[config.mk]
export PLATFORM = sky130hd
export DESIGN_NAME = uart_tx_arbiter
export DESIGN_NICKNAME = d
export VERILOG_FILES = /design/src/rtl/uart_tx_arbiter.sv
export SDC_FILE = /design/constraint.sdc
export NUM_CORES = 1
export LEC_CHECK = 0
export CORE_UTILIZATION = 30
export DETAILED_ROUTE_END_ITERATION = 7
export PLACE_DENSITY = 0.63
export SYNTH_ARGS = -nofsm -noshare
export SYNTH_HDL_FRONTEND = slang
export SYNTH_SLANG_ARGS = --single-unit
[constraint.sdc]
create_clock -name clk -period 2.5 [get_ports clk]
set_clock_uncertainty 0.05 [all_clocks]
set_input_delay 0.5 -clock clk [delete_from_list [all_inputs] [get_ports clk]]
set_output_delay 0.5 -clock clk [all_outputs]
set_load 0.05 [all_outputs]
[src/rtl/uart_tx_arbiter.sv]
// Round-robin arbiter sharing one UART transmitter among NUM_REQ byte producers.
// Holds uart_send for SEND_HOLD cycles, then waits for a rising edge of uart_tx_done or a timeout.
module uart_tx_arbiter #(
    parameter int NUM_REQ     = 4,
    parameter int DATA_W      = 8,
    parameter int SEND_HOLD   = 220,
    parameter int TIMEOUT_CYC = 4096
) (
    input  logic                         clk,
    input  logic                         rst,
    input  logic [NUM_REQ-1:0]           req,
    input  logic [NUM_REQ*DATA_W-1:0]    req_data,
    output logic [NUM_REQ-1:0]           req_ack,
    output logic                         req_err,
    output logic                         uart_send,
    output logic [DATA_W-1:0]            uart_din,
    input  logic                         uart_tx_done,
    output logic                         busy,
    output logic [$clog2(NUM_REQ)-1:0]   grant_id,
    output logic [7:0]                   timeout_cnt
);

    localparam int ID_W   = $clog2(NUM_REQ);
    localparam int HOLD_W = $clog2(SEND_HOLD + 1);
    localparam int TO_W   = $clog2(TIMEOUT_CYC + 1);

    localparam logic [2:0] S_IDLE  = 3'd0;
    localparam logic [2:0] S_GRANT = 3'd1;
    localparam logic [2:0] S_SEND  = 3'd2;
    localparam logic [2:0] S_WAIT  = 3'd3;
    localparam logic [2:0] S_ACK   = 3'd4;

    logic [2:0]         r_state;
    logic [ID_W-1:0]    r_rr_ptr;
    logic [HOLD_W-1:0]  r_hold;
    logic [TO_W-1:0]    r_to;
    logic               r_done_q;

    logic               w_done_rise;
    logic               w_found;
    logic [ID_W-1:0]    w_pick_id;
    logic [ID_W-1:0]    w_idx;
    logic [NUM_REQ-1:0] w_ack_vec;

    // The transmitter's done is a long level on a slower clock; only its rising edge completes a byte.
    assign w_done_rise = uart_tx_done & ~r_done_q;

    // First pending requester at or after r_rr_ptr, wrapping around.
    always_comb begin
        w_found   = 1'b0;
        w_pick_id = '0;
        w_idx     = '0;
        for (int unsigned k = 0; k < NUM_REQ; k++) begin
            w_idx = ID_W'((32'(r_rr_ptr) + k) % NUM_REQ);
            if (!w_found && req[w_idx]) begin
                w_found   = 1'b1;
                w_pick_id = w_idx;
            end
        end
    end

    always_comb begin
        w_ack_vec           = '0;
        w_ack_vec[grant_id] = 1'b1;
    end

    always_ff @(posedge clk) begin
        if (rst) begin
            r_state     <= S_IDLE;
            r_rr_ptr    <= '0;
            r_hold      <= '0;
            r_to        <= '0;
            r_done_q    <= 1'b0;
            uart_send   <= 1'b0;
            uart_din    <= '0;
            req_ack     <= '0;
            req_err     <= 1'b0;
            busy        <= 1'b0;
            grant_id    <= '0;
            timeout_cnt <= '0;
        end else begin
            r_done_q <= uart_tx_done;
            req_ack  <= '0;
            case (r_state)
                S_IDLE: begin
                    if (|req) begin
                        r_state <= S_GRANT;
                        busy    <= 1'b1;
                    end
                end
                S_GRANT: begin
                    if (w_found) begin
                        grant_id  <= w_pick_id;
                        uart_din  <= req_data[w_pick_id*DATA_W +: DATA_W];
                        r_hold    <= HOLD_W'(SEND_HOLD - 1);
                        uart_send <= 1'b1;
                        r_state   <= S_SEND;
                    end else begin
                        r_state <= S_IDLE;
                        busy    <= 1'b0;
                    end
                end
                S_SEND: begin
                    if (r_hold == '0) begin
                        uart_send <= 1'b0;
                        r_to      <= TO_W'(TIMEOUT_CYC - 1);
                        r_state   <= S_WAIT;
                    end else begin
                        r_hold <= r_hold - HOLD_W'(1);
                    end
                end
                S_WAIT: begin
                    // A rise on the last timeout cycle still counts as success.
                    if (w_done_rise || r_to == '0) begin
                        r_state <= S_ACK;
                        req_ack <= w_ack_vec;
                        req_err <= ~w_done_rise;
                        if (!w_done_rise && timeout_cnt != 8'hFF)
                            timeout_cnt <= timeout_cnt + 8'd1;
                    end else begin
                        r_to <= r_to - TO_W'(1);
                    end
                end
                S_ACK: begin
                    req_err  <= 1'b0;
                    busy     <= 1'b0;
                    r_state  <= S_IDLE;
                    r_rr_ptr <= (grant_id == ID_W'(NUM_REQ - 1)) ? '0 : grant_id + ID_W'(1);
                end
                default: begin
                    r_state   <= S_IDLE;
                    uart_send <= 1'b0;
                    busy      <= 1'b0;
                end
            endcase
        end
    end

endmodule

==> run metrics, run 1 <==
unique cell type count in the Yosys netlist 44; area growth from synthesis to layout 33.7%; initial antenna violation count 0; largest net degree at the start of global routing 41; WS Path Type register to register; critical path peak fanout 8; nature of the critical path endpoint register; Netlist Area Pre-Place 0.00269 mm2; post-cts gate resize count 0; status finished clean; total grt overflow 0; global-route wire length before repair 10.6 mm; Post-synth top flop dfxtp_1; syn_nets about 350; hpwl dp 4.76 mm; Iter 0 DRT Violations 83; vias in the first global route 2362; CTS tree built; die area slightly above 0.009 mm2; Worst path depth 8; Avg Inst Size Synth 8.83 um2; DP Area between 0.003 and 0.004 mm2; diode count 0; hold_buf cts 0; Largest stage delay, worst path 0.58 ns; Least-Margin Pin Slew between 0.5 and 0.6 ns; cell area after layout 0.00359 mm2; RSZ-0062 raised after global routing false; Post-CTS Setup Bufs 0; sequential area share after synthesis 38.8%; WL met1 2.83 mm; via count 2459; Pre-antenna DRT Iters 7; Top Metal Used met4; CTS root buffer clkbuf_8; port bufs 63; YS warnings 0; layout cell share with drive strength beyond 1 7.86%; Reg2Reg Depth 8; Gate Count Post-Synth just over 300; worst-skew pair later-pin latency 0.30 ns; worst vdd rail ir drop 0.000365 V; Hold Path Cell Cnt 2; total track usage 13.6%; CP Data Required Time approximately 2.6 ns; initial core utilization between 30% and 40%; setup TNS 0 ns; CTS buffer count 5; async set-reset flop share out of synthesis 0%; row cnt 34; dpl ws 0.0392 ns; Final Hold Viols 0; CTS Buffer Depth 2; GP Congestion 0.804; DRC 0; cell with the most instances after synthesis dfxtp_1; WL/cell 13.4 um; Final Slew Violations 0; largest cells by area after synthesis dfxtp_1 (39%), mux2i_1 (6.7%), a21oi_1 (4.7%), xor2_1 (4.6%), ha_1 (4.2%); CP startpoint kind register; vias per inst slightly above 5; relative slew slack between 60 and 70%; IO Count 64; CP Buf/Inv Count 2; post-synth top area cell dfxtp_1; Fmax achieved 422 MHz; CP max-delay cell or4b_2; crit path time final 2.37 ns; Power Dens Cells roughly 880 mW/mm2; routed wire length on met2 2.89 mm; routed wl met3 546 um; Core Area approximately 0.0087 mm2; DRT antenna net count 0; clk slew on worst S/H paths 0.09 ns; register bit total from synthesis 52; die height 96.6 um; Max-cap violations 0; WP data arrival 2.49 ns; die width 96.6 um; number of synthesized flops with an enable pin 0; clock sink total 52; crit path cell chain inv_1 > ha_1 > or4b_2 > or4_4 > buf_4 > nand4_1 > xor2_1 > a21oi_1; Period Utilization, post-route 94.9%; Synth top cells by count dfxtp_1 (52), a21oi_1 (25), nor2_1 (21); CTS H-tree lvls 2; Power, Total 3.17 mW; Final setup violation count 0; Final Core Density about 41%; post-route setup slack 0.128 ns; Final #Nets 417; worst hold path type register to register; delay-heaviest family, CP simple AND/OR/NAND/NOR gates; static leakage roughly 1.3 nW; top-area cell type share of the netlist area approximately two fifths; drt total wl 6.38 mm
==> area by class of cell <==
class	count	area, um2
Tap cell	108	135
Multi-Input combinational cell	220	1530
Fill cell	905	5090
Inverter	14	52.6
Timing Repair Buffer	76	741
Sequential cell	52	1040
Clock buffer	7	96.3
==> through the flow <==
stage,cells,hold slack (ns)
2_1_floorplan,304,0.412
3_3_place_gp,470,0.401
3_5_place_dp,470,0.397
4_1_cts,477,0.411
5_1_grt,477,0.448
6_report,477,0.409
==> worst min-delay path, stage by stage, from the launching register on <==
cell     delay (ns)
dfxtp_1        0.32
inv_1          0.05
a21oi_1        0.05
==> layer usage <==
metal / vias to the layer above / track usage (%)
li1: 1233 / -
met1: 1129 / 16.7
met2: 85 / 22.0
met3: 12 / 5.20
met4: 0 / 4.36
met5: - / 0
==> state kept, by name, indices dropped and copies added (netlist names) <==
signal       cells
timeout_cnt      8
busy             1
req_err          1
grant_id         2
req_ack          4
r_rr_ptr         2
r_to            13
r_done_q         1
r_state          3
uart_din         8
r_hold           8
uart_send        1
==> cell usage in the layout, fill, tap and decap left out, types with 2 or more instances in the layout <==
master,netlist,final
a31oi_1,4,4
clkbuf_8,0,7
ha_1,9,9
dfxtp_1,52,52
and2_1,5,5
o31ai_1,4,4
nor4_1,3,3
nor3_1,16,16
nand4b_1,2,2
nand4_1,7,7
xor2_1,14,14
nor3b_1,2,2
a21oi_1,25,25
nand2_1,13,13
o221ai_1,8,8
nand3_1,10,10
inv_1,14,14
mux2i_1,18,18
or4_1,8,7
a211oi_1,6,6
or4_4,1,2
or3b_2,2,2
buf_4,1,12
or3_1,3,3
nand2b_1,5,5
nor2b_1,4,4
nand3b_1,9,9
xnor2_1,4,4
o21ai_0,4,4
nor4_2,2,2
nor2_1,21,21
clkdlybuf4s50_1,0,63
==> path summary, 6_finish.rpt <==
path              startpoint  slack, ns      end
hold reg to reg      req_err       0.41  req_err
setup reg to reg     r_to[0]       0.13  r_to[5]
hold / removal       req_err       0.41  req_err
setup / recovery     r_to[0]       0.13  r_to[5]
==> report_power, final <==
part	internal (mW)	total, mW	switching, mW
logic	0.624	1.49	0.868
clock network	0.247	0.516	0.268
registers	1.00	1.16	0.160
total	1.87	3.17	1.30
==> kinds of logic (layout without fill, tap and decap cells) <==
logic type               after synthesis  in the layout  synth area share [%]
multiplexers                          18             18                  6.71
AND/OR/NAND/NOR                      116            116                  24.9
XOR/XNOR                              18             18                  5.87
buffers and inverters                 32             97                  4.99
flip-flops                            52             52                  38.8
adder cells (fa/ha/maj)                9              9                  4.19
AO/OA/AOI/OAI                         59             59                  14.6
(Power assumes the default switching activity.)
==> run 2: changes to the inputs <==
--- a/config.mk
+++ b/config.mk
@@ -6,6 +6,7 @@
 export NUM_CORES = 1
 export LEC_CHECK = 0
 export CORE_UTILIZATION = 30
+export CTS_CLUSTER_DIAMETER = 120
 export DETAILED_ROUTE_END_ITERATION = 7
 export PLACE_DENSITY = 0.63
 export SYNTH_ARGS = -nofsm -noshare
==> results of run 2 <==
Same layout as run 1: the final DEF is identical, and so are final timing and power.
==> run 3: changes to the inputs <==
--- a/config.mk
+++ b/config.mk
@@ -5,10 +5,12 @@
 export SDC_FILE = /design/constraint.sdc
 export NUM_CORES = 1
 export LEC_CHECK = 0
+export ABC_AREA = 0
 export CORE_UTILIZATION = 30
 export CTS_CLUSTER_DIAMETER = 120
 export DETAILED_ROUTE_END_ITERATION = 7
 export PLACE_DENSITY = 0.63
+export SKIP_CTS_REPAIR_TIMING = 1
 export SYNTH_ARGS = -nofsm -noshare
 export SYNTH_HDL_FRONTEND = slang
 export SYNTH_SLANG_ARGS = --single-unit
==> results of run 3 <==
Same layout as run 1: the final DEF is identical, and so are final timing and power.
==> patch 1: new RTL, settings of run 3 <==
Set the parameter `NUM_REQ` to 8 (it was 4).
--- a/src/rtl/uart_tx_arbiter.sv
+++ b/src/rtl/uart_tx_arbiter.sv
@@ -2,5 +2,5 @@
 // Holds uart_send for SEND_HOLD cycles, then waits for a rising edge of uart_tx_done or a timeout.
 module uart_tx_arbiter #(
-    parameter int NUM_REQ     = 4,
+    parameter int NUM_REQ     = 8,
     parameter int DATA_W      = 8,
     parameter int SEND_HOLD   = 220,
Interface: changed (resized grant_id, req, req_ack and req_data); port bits go from 64 to 105. The function was not compared with the original's and may differ.
==> patch 1 against run 3 <==
- the flow now finishes with violations (negative setup slack)
- wire length is 86% higher
- critical path depth is 4 higher
- sequential cell count is 6 higher
- total power is 61% higher
- maximum frequency is 24% lower
- sequential share of layout area is 11 points lower
- sequential power is 9% higher
- worst setup slack worse by 0.76 ns
- final area is 82% higher
- synthesized area is 47% higher
- synthesized cell count is 44% higher
- cell count is 68% higher
- critical endpoint is now uart_din[6]
==> patch 1: results (changes against run 3) <==
| Metric | Value |
|---|---|
| Commonest cells post-synth | `dfxtp_1, mux2i_1, nand2_1 (was dfxtp_1, a21oi_1, nor2_1)` |
| Register Area | `1170 um^2 (was 1040 um^2)` |
| Iter 0 DRT Violations | `158 (was 83)` |
| Total CTS buffers | `9 (was 5)` |
| CP max-delay cell | `mux4_2 (was or4b_2)` |
| Number of clock buffers in the layout | `10 (was 7)` |
| Synth cell types | `67 (was 44)` |
| Multi-input combinational area share | `44.5% (was 42.5%)` |
| Global router's overall resource usage | `17.7% (was 13.6%)` |
| P_leak | `2.59 nW (was 1.35 nW)` |
| Met2 Usage GRT | `31.8% (was 22.0%)` |
| Layout cells sized above 1 | `33.7% (was 7.86%)` |
| Hold path endpoint | `uart_din[4] (was req_err)` |
| Multi-In Gates | `342 (was 220)` |
| Nonclk inv count | `11 (was 14)` |
| Final WS setup | `-0.629 ns (was 0.128 ns)` |
| H-tree Lvls | `3 (was 2)` |
| Layout clock area frac | `3.96% (was 2.68%)` |
| Hpwl dp | `8900 um (was 4760 um)` |
| Met3 Track Usage GR | `3.04% (was 5.20%)` |
| Fillers | `1184 (was 905)` |
| Drt wl/cell | `14.8 um (was 13.4 um)` |
| Fin Setup TNS | `-11.25 ns (was 0 ns)` |
| Peak VDD IR | `453 uV (was 365 uV)` |
| Root buffer cell | `clkbuf_16 (was clkbuf_8)` |
| Layout Cells excl Fill | `802 (was 477)` |
| Final setup viols | `27 (was 0)` |
| Critical hold path startpoint | `uart_din[4] (was req_err)` |
| Reg2reg path depth | `12 (was 8)` |
| Combinational Power Share | `54.2% (was 47.1%)` |
| Seq/Total Area, Yosys | `29.4% (was 38.8%)` |
| Vias in the first global route | `4038 (was 2362)` |
| Clock-pin slew on the worst setup and hold paths | `0.05 ns (was 0.09 ns)` |
| First-pass GRT wire length | `19000 um (was 10600 um)` |
| RR Endpoint | `uart_din[6] (was r_to[5])` |
| Cell family with most CP delay | `multiplexers (was simple AND/OR/NAND/NOR gates)` |
| Switch share | `36.9% (was 40.9%)` |
| Outcome | `complete, but fails checks (was complete, no violations)` |
| Ranking of synthesized cells by area | `dfxtp_1, mux2i_1, mux4_2 (was dfxtp_1, mux2i_1, a21oi_1)` |
| Non-clock buffer share of cell area | `29.7% (was 20.6%)` |
| Placed insts | `778 (was 470)` |
| WHS | `0.436 ns (was 0.409 ns)` |
| M1 wire length | `5130 um (was 2830 um)` |
| Met3 routed WL | `460 um (was 546 um)` |
| Worst Path Arrival | `3.29 ns (was 2.49 ns)` |
| IO buf count | `104 (was 63)` |
| Clk pwr | `1.07 mW (was 0.516 mW)` |
| Non-clock buffer count | `205 (was 76)` |
| Failing checks | `negative setup slack` |
| GP Congestion | `0.878 (was 0.804)` |
| Synth Net Count | `520 (was 352)` |
==> patch 1: through the flow <==
stage | power, mW | area [um^2]
detailed placement | 3.71 | 5900
floorplan | 2.78 | 4110
CTS | 4.82 | 6160
finish | 5.11 | 6540
global placement | 3.65 | 5900
global route | 5.41 | 6540
==> patch 1: how the worst max path moves through the flow <==
stage	startpoint	to	slack (ns)	cells after the start
2_1_floorplan	r_rr_ptr[0]	uart_din[0]	-0.84	17
6_report	r_rr_ptr[0]	uart_din[6]	-0.63	12
3_5_place_dp	req[1]	uart_din[3]	-1.05	10
3_3_place_gp	req[1]	uart_din[3]	-1.01	10
4_1_cts	r_rr_ptr[0]	uart_din[4]	-0.80	11
5_1_grt	r_rr_ptr[1]	uart_din[7]	-0.72	14
==> patch 1: kinds of logic after synthesis <==
group / synth area share (%)
DFF: 29.4
xor gates and xnor gates: 5.31
and+or+nand+nor: 19.3
AOI/OAI and AO/OA: 16.2
buffers and inverters: 4.68
muxes: 22.7
adders and majority gates: 2.53
==> patch 2: new RTL, flow settings as in run 3 <==
Made on the original files. Make the reset (`rst`) asynchronous in one clocked block.
--- a/src/rtl/uart_tx_arbiter.sv
+++ b/src/rtl/uart_tx_arbiter.sv
@@ -65,5 +65,5 @@
     end
 
-    always_ff @(posedge clk) begin
+    always_ff @(posedge clk or posedge rst) begin
         if (rst) begin
             r_state     <= S_IDLE;
Check against the original RTL: differs if rst is asserted again (counterexample within 4 cycles, from zero or initial values and one cycle with rst high); with rst held inactive, the same outputs for 10 cycles.
==> patch 2 against run 3 <==
- total power grew 6.5%
- synthesized area grew 4.9%
- critical path depth shrank 3
- worst setup slack gained 0.12 ns
- final area grew 6.7%
- non-clock buffer count grew 10
- wire length grew 5.8%
- sequential cell count is the same
- core utilization grew 1.7 points
- critical endpoint is now r_to[11]
==> patch 2: results (changes against run 3) <==
| Metric | Value |
|---|---|
| Outcome | `complete, no violations (unchanged)` |
| Drt wl/cell | `13.9 um (was 13.4 um)` |
| Dpl ws | `0.130 ns (was 0.0392 ns)` |
| Asr flop ratio synth | `100% (was 0%)` |
| Commonest cells post-synth | `dfrtp_1, nand2_1, nor2_1 (was dfxtp_1, a21oi_1, nor2_1)` |
| Dpl cell area | `3740 um^2 (was 3480 um^2)` |
| Synth Net Count | `340 (was 352)` |
| Seq/Total Area, Yosys | `46.2% (was 38.8%)` |
| Maximum fanout along the worst path | `7 (was 8)` |
| Largest stage delay on the critical path | `0.56 ns (was 0.58 ns)` |
| Fillers | `852 (was 905)` |
| Worst R2R Setup Slack | `0.25 ns (was 0.13 ns)` |
| Post-synthesis xor/xnor area fraction | `5.91% (was 5.87%)` |
| Top_reg_cell synth | `dfrtp_1 (was dfxtp_1)` |
| WHS | `0.440 ns (was 0.409 ns)` |
| Final net count | `423 (was 417)` |
| Layout cells sized above 1 | `10.4% (was 7.86%)` |
| Post-Synth Adder-Cell Area | `4.00% (was 4.19%)` |
| Hold WC Path Type | `input port to async pin (was flip-flop to flip-flop)` |
| Compound-cell area share of the yosys netlist | `13.6% (was 14.6%)` |
| RR Endpoint | `r_to[11] (was r_to[5])` |
| Fmax achieved | `0.445 GHz (was 0.422 GHz)` |
| Max transition margin | `64.0% (was 64.3%)` |
| Layout Cells excl Fill | `484 (was 477)` |
| Synth cell types | `45 (was 44)` |
| TritonRoute pass-1 iters | `4 (was 7)` |
| CP max-delay cell | `or4_4 (was or4b_2)` |
| Peak VDD IR | `484 uV (was 365 uV)` |
| P_leak | `1.56 nW (was 1.35 nW)` |
| Vias per cell | `5.14 (was 5.16)` |
| First-pass GRT wire length | `11600 um (was 10600 um)` |
| Reg2Reg Launch Point | `r_to[4] (was r_to[0])` |
| Ranking of synthesized cells by area | `dfrtp_1, ha_1, nand2_1 (was dfxtp_1, mux2i_1, a21oi_1)` |
| Iter 0 DRT Violations | `91 (was 83)` |
| Hpwl dp | `5080 um (was 4760 um)` |
| Post-synthesis mux area share | `4.35% (was 6.71%)` |
| Worst Path Arrival | `2.39 ns (was 2.49 ns)` |
| Reg2reg path depth | `5 (was 8)` |
| Global router's overall resource usage | `14.4% (was 13.6%)` |
| Vias in the first global route | `2530 (was 2362)` |
| Largest net degree at the start of global routing | `35 (was 41)` |
| GP Congestion | `0.798 (was 0.804)` |
| Mean Syn Cell Area | `9.65 um^2 (was 8.83 um^2)` |
-- patch 2: changes by cell type after synthesis, moves of 5 or more --
cell and delta:
a211o_1 +7, a21oi_1 -15, and3_1 +5, clkbuf_1 -7
dfrtp_1 +52, dfxtp_1 -52, mux2i_1 -8, nand2_1 +17
nand3b_1 -7, o211ai_1 +8, o21ai_0 +7, o221ai_1 -8
or4_1 -6, xnor2_1 +5
-- patch 2: worst max-delay path by stage --
stage,depth (start not counted),startpoint,endpoint
after detailed placement,6,uart_tx_done,r_to[11]
after CTS,5,r_to[4],r_to[11]
after floorplan,5,r_to[4],r_to[11]
final,5,r_to[4],r_to[11]
after global placement,6,uart_tx_done,r_to[11]
after global routing,7,r_to[0],r_to[3]
-- patch 2: layer usage --
metal | wire length [um] | track usage (%) | vias to the layer above | share of wire, %
met3 | 275 | 2.41 | 6 | 4.1
li1 | - | - | 1221 | -
met5 | 0 | 0 | - | 0
met4 | 51 | 2.76 | 0 | 0.76
met1 | 3020 | 17.8 | 1191 | 45
met2 | 3400 | 26.3 | 72 | 50
-- patch 2: power by group --
part	internal, mW	switching [mW]
combinational	0.674	0.990
clock	0.200	0.282
sequential	1.05	0.184
-- patch 2: final cells by class --
| class | count | area [um^2] | share of cell area (%) |
|---|---|---|---|
| Multi-Input combinational cell | 219 | 1440 | 37.5 |
| Clock inverter | 2 | 16.3 | 0.425 |
| Clock buffer | 6 | 72.6 | 1.89 |
| Sequential cell | 52 | 1300 | 34.0 |
| Inverter | 11 | 41.3 | 1.08 |
| Timing Repair Buffer | 86 | 828 | 21.6 |
| Tap cell | 108 | 135 | 3.53 |
